==> config.mk <==
export PLATFORM = sky130hd
export DESIGN_NAME = ioctl_upload_server
export DESIGN_NICKNAME = d
export VERILOG_FILES = /design/src/rtl/ioctl_upload_server.sv
export SDC_FILE = /design/constraint.sdc
export NUM_CORES = 1
export LEC_CHECK = 0
export BUFFER_PORTS_ARGS = -buffer_cell sky130_fd_sc_hd__buf_4
export CORE_UTILIZATION = 43
export DETAILED_ROUTE_END_ITERATION = 8
export GPL_TIMING_DRIVEN = 1
export PLACE_DENSITY = 0.82
export SLEW_MARGIN = 10
export SYNTH_ARGS = -nofsm -noshare
export SYNTH_HDL_FRONTEND = slang
export SYNTH_SLANG_ARGS = --single-unit
==> constraint.sdc <==
create_clock -name clk_sys -period 1.9 [get_ports clk_sys]
set_clock_uncertainty 0.1 [all_clocks]
set_input_delay 0.19 -clock clk_sys [delete_from_list [all_inputs] [get_ports clk_sys]]
set_output_delay 0.19 -clock clk_sys [all_outputs]
set_load 0.05 [all_outputs]
==> src/rtl/ioctl_upload_server.sv <==
// ioctl_upload_server
// Serves HPS upload byte reads (ioctl_upload / ioctl_rd) from the read port of an
// on-chip save RAM so the HPS can store hiscore/NVRAM contents.
// Holds ioctl_wait high while a RAM read is in flight.
// Addresses at or beyond SIZE return FILL without touching the RAM.
//
// Ports
//   clk_sys       system clock, everything on the rising edge
//   reset_n       synchronous reset, active low
//   ioctl_upload  HPS upload in progress
//   ioctl_index   upload target index; only UPLOAD_INDEX is answered
//   ioctl_rd      one-cycle read strobe from the HPS
//   ioctl_addr    25-bit byte address of the read
//   ioctl_din     byte returned to the HPS; holds between reads
//   ioctl_wait    stall to the HPS while a RAM read is outstanding
//   ram_addr      RAM read address; holds the last address issued
//   ram_rd        one-cycle RAM read enable
//   ram_dout      RAM read data, valid RAM_LAT clocks after ram_rd
//   busy          read in flight
//   done          one-cycle pulse when an upload session ends
//   byte_count    bytes served this session, saturating
//   overrun       sticky flag: read strobe seen while busy
//
// FSM
//   state   | meaning
//   S_IDLE  | waiting for a read strobe; out-of-range reads answered here
//   S_ISSUE | ram_rd asserted for this single clock; latency counter loaded
//   S_WAIT  | counting down RAM latency; data captured on the last count

module ioctl_upload_server #(
    parameter logic [7:0] UPLOAD_INDEX = 8'd4,
    parameter int         AW           = 10,
    parameter int         SIZE         = 1024,
    parameter int         RAM_LAT      = 1,
    parameter logic [7:0] FILL         = 8'hFF
) (
    input  logic          clk_sys,
    input  logic          reset_n,
    input  logic          ioctl_upload,
    input  logic [7:0]    ioctl_index,
    input  logic          ioctl_rd,
    input  logic [24:0]   ioctl_addr,
    output logic [7:0]    ioctl_din,
    output logic          ioctl_wait,
    output logic [AW-1:0] ram_addr,
    output logic          ram_rd,
    input  logic [7:0]    ram_dout,
    output logic          busy,
    output logic          done,
    output logic [15:0]   byte_count,
    output logic          overrun
);

    localparam logic [1:0]  S_IDLE  = 2'd0;
    localparam logic [1:0]  S_ISSUE = 2'd1;
    localparam logic [1:0]  S_WAIT  = 2'd2;

    localparam logic [24:0] SIZE_A  = 25'(SIZE);
    localparam logic [2:0]  LAT     = 3'(RAM_LAT);

    logic [1:0]  state;
    logic [2:0]  lat_cnt;
    logic        active;
    logic        active_q;
    logic        session_start;
    logic        active_fall;
    logic        done_pending;
    logic        rd_req;
    logic        in_range;
    logic        lat_last;
    logic        served;
    logic [15:0] count_base;

    assign active        = ioctl_upload && (ioctl_index == UPLOAD_INDEX);
    assign session_start = active && !active_q;
    assign active_fall   = !active && active_q;
    assign rd_req        = active && ioctl_rd;
    // Full 25-bit compare so high address bits can never alias into the RAM.
    assign in_range      = ioctl_addr < SIZE_A;
    assign lat_last      = (state == S_WAIT) && (lat_cnt == 3'd1);

    // A byte is served either immediately (fill) or when RAM data is captured.
    assign served        = ((state == S_IDLE) && rd_req && !in_range) || lat_last;

    // A session start clears the count in the same clock a byte may be served,
    // so the increment is applied on top of the cleared value.
    assign count_base    = session_start ? 16'd0 : byte_count;

    assign ram_rd        = (state == S_ISSUE);
    assign busy          = (state != S_IDLE);

    always_ff @(posedge clk_sys) begin
        if (!reset_n) begin
            state        <= S_IDLE;
            lat_cnt      <= 3'd0;
            ioctl_din    <= 8'd0;
            ioctl_wait   <= 1'b0;
            ram_addr     <= '0;
            done         <= 1'b0;
            done_pending <= 1'b0;
            byte_count   <= 16'd0;
            overrun      <= 1'b0;
            active_q     <= 1'b0;
        end else begin
            active_q <= active;

            if (served && (count_base != 16'hFFFF)) begin
                byte_count <= count_base + 16'd1;
            end else begin
                byte_count <= count_base;
            end

            if (busy && rd_req) begin
                overrun <= 1'b1;
            end else if (session_start) begin
                overrun <= 1'b0;
            end

            // End of session is reported only once the FSM is back in idle, so a
            // read that outlives the session still finishes before done.
            if ((state == S_IDLE) && (active_fall || done_pending)) begin
                done         <= 1'b1;
                done_pending <= 1'b0;
            end else begin
                done         <= 1'b0;
                done_pending <= done_pending || active_fall;
            end

            case (state)
                S_IDLE: begin
                    if (rd_req) begin
                        if (in_range) begin
                            ram_addr   <= ioctl_addr[AW-1:0];
                            ioctl_wait <= 1'b1;
                            state      <= S_ISSUE;
                        end else begin
                            ioctl_din  <= FILL;
                        end
                    end
                end
                S_ISSUE: begin
                    lat_cnt <= LAT;
                    state   <= S_WAIT;
                end
                S_WAIT: begin
                    if (lat_cnt == 3'd1) begin
                        ioctl_din  <= ram_dout;
                        ioctl_wait <= 1'b0;
                        state      <= S_IDLE;
                    end else begin
                        lat_cnt <= lat_cnt - 3'd1;
                    end
                end
                default: begin
                    state <= S_IDLE;
                end
            endcase
        end
    end

endmodule

==> out/results.txt <==
Worst Path Buf+Inv - 0
total vias in the final route - 2,134
WP data arrival - 1900 ps
RSZ-0062 raised after global routing - yes
total wire length - 5300 µm
Slew @ Worst Pin - 412 ps
Synth Instances - 237
post-synthesis simple-gate area fraction - 0.300
gr usage total - 0.222
commonest cells after routing, fill and taps aside - 100 x buf_4, 37 x nor2_1, 31 x dfxtp_1, 20 x nor3_1
drt first pass iters - 4
Slowest Stage Delay on Critical Path - 610 ps
CP top delay family - simple AND/OR/NAND/NOR gates
crit path time final - 1780 ps
IO Pins - 84
register bit total from synthesis - 44
layout cell share with drive strength beyond 1 - 0.386
PortBufs - 83
Hold Crit Start - ioctl_addr[8]
status - finished clean
WL per Instance - 13.6 µm
DRC Markers - 0
Area contributors post-synth - dfxtp_1 44%, nor2_1 7.2%, mux2i_1 5.5%
CTS Buffer Depth - 2
Critical R2R Launch - byte_count[9]
Startpoint Class - register
max_slew headroom - 0.721
GP Congestion - 0.859
TritonCTS clock tree - yes
filler instances - 366
Yosys top cell by area - dfxtp_1
CTS H-Tree Depth - 2
non-filler instance count after layout - 389
clock root buffer - clkbuf_8
period utilization - 0.938
Post-CTS Setup Repair Bufs - 0
number of global-route vias before repair - 2,068
most common flop cell mapped by yosys - dfxtp_1
initial antenna violation count - 0
# setup viols final - 0
Reg clk slew, reported paths - 90 ps
Hold Path Depth - 3
CP required - 2020 ps
Num CTS Buffers - 5
Rows - 24
mux cell area share after synthesis - 0.0552
Post-Syn Area - 1990 µm²
placed insts - 380
Initial Util - 0.452
largest net degree at the start of global routing - 27
Chip Height - 70.1 µm
commonest non-fill, non-tap cell in the layout - buf_4
DR vias/cell - 5.49
fraction of registers with async set/reset - 0
Yosys top cell area share - 0.442
Mapped Avg Cell Area - 8.42 µm²
Distinct cells, synth - 42
final-report hold violation count - 0
Post-Synth Adder-Cell Area - 0.0125
clk sink count - 44
fmax - 561 MHz
Mapped Nets - 284
FF-to-FF setup slack - 120 ps
multi-input logic area - 1050 µm²
Reg2Reg Depth - 5
Yosys warning count - 0
Sequential Area - 897 µm²
max-cap viol count - 0
hold buffers post-CTS - 0
PnR Total Power - 1.76 mW
synthesis-to-finish area growth - 47.6%
Slowest cell on crit path - or4_1
CP Cell Sequence - nand3_1 > or4_1 > o21ai_1 > nor3b_1 > nor3_1
min-delay worst type - in2reg
PD cells - 596 nW/µm²
clk_lat worst skew - 300 ps
critical setup path kind - reg2reg
Nets - 383
leakage power - 1.27 nW
Max FO, Critical Path - 6
Setup crit end kind - register
compound-gate portion of the synthesized area - 0.149
antenna diode count - 0
final max-slew violation count - 0
die span in x - 70.1 µm
number of synthesized flops with an enable pin - 0
minimum hold slack - 15.4 ps
Endpoint, Worst Hold - ram_addr[8]
maximum vdd ir drop - 0.000483 V
die area - 4910 µm²
initial DRC count - 122
post-route ant nets - 0
register area share after synthesis - 0.442
Reg-to-Reg End - byte_count[0]
largest family of logic cells by synthesized area - simple AND/OR/NAND/NOR gates
DP HPWL - 3960 µm
Post-Synth XOR/XNOR Area - 0
grt ovf - 0
first-pass GRT wire length - 8830 µm
area of the core - 4410 µm²
[what timing repair did]
item	in CTS	in global routing
endpoints found under the setup margin	0	18
resized for setup	0	8
hold endpoints to repair	0	0
[how the worst max path moves through the flow]
stage                   start             end  slack (ps)  depth (start not counted)
3_3_place_gp   ioctl_addr[23]     ram_addr[7]          20                          7
6_report        byte_count[9]   byte_count[0]         120                          5
3_5_place_dp   ioctl_addr[21]    ioctl_din[2]         -90                          8
2_1_floorplan   byte_count[0]  byte_count[10]          10                          5
5_1_grt            lat_cnt[1]   byte_count[8]           6                          8
4_1_cts         byte_count[9]   byte_count[0]          40                          5
[cell families after synthesis]
logic type / Yosys count
muxes: 11
AOI/OAI and AO/OA: 46
DFF: 44
and+or+nand+nor: 115
adders and majority gates: 2
buffers and inverters: 19
[worst register-to-register path, cell delays in order, from the launching register on]
cell and delay (ps):
dfxtp_2 380, nand3_1 150, or4_1 610, o21ai_1 230, nor3b_1 90, nor3_1 140
[flip-flops by register name (all words and copies together), names as in the netlist]
register      count
byte_count       16
ioctl_wait        1
state             2
done              1
active_q          1
ram_addr         10
overrun           1
done_pending      1
lat_cnt           3
ioctl_din         8
[per-stage QoR]
step                      area (µm²)   util  setup WS [ps]  setup TNS, ps
after floorplan                 2010      -           12.7              0
after global placement          2790  0.632           22.9              0
after detailed placement        2790  0.632          -89.0          -1200
after CTS                       2910  0.659           39.9              0
after global routing            2940  0.667           6.45              0
final                           2940  0.667            118              0
[synth_stat cells (4+ instances only)]
master / instances
inv_1: 6
nand4_1: 7
mux2i_1: 11
nor3_1: 20
or4_1: 4
nor4_1: 4
a21oi_1: 15
nor2_1: 38
o21ai_0: 11
nand3_1: 6
nand2_1: 15
or3_1: 6
dfxtp_1: 44
clkbuf_1: 8
[power by group]
group	switching (mW)	total, mW	internal (mW)	leakage [nW]
logic	0.0414	0.111	0.0692	0.854
clock network	0.328	0.724	0.396	0.0583
registers	0.000160	0.921	0.921	0.361
total	0.369	1.76	1.39	1.27
[area by class of cell]
| type | instances | area share |
|---|---|---|
| well taps | 52 | 0.0221 |
| inverters | 7 | 0.00892 |
| flip-flops and latches | 44 | 0.305 |
| repair buffers | 104 | 0.268 |
| clock inverters | 3 | 0.0161 |
| multi-input cells | 174 | 0.357 |
| clock buffers | 5 | 0.0234 |
[per-layer routing]
metal	wire [µm]	GRT usage	vias up
li1	-	-	1066
met5	0	0	-
met2	2490	0.363	79
met3	410	0.0736	7
met1	2320	0.263	982
met4	82	0.104	0
Power figures use the tool's default switching activity.
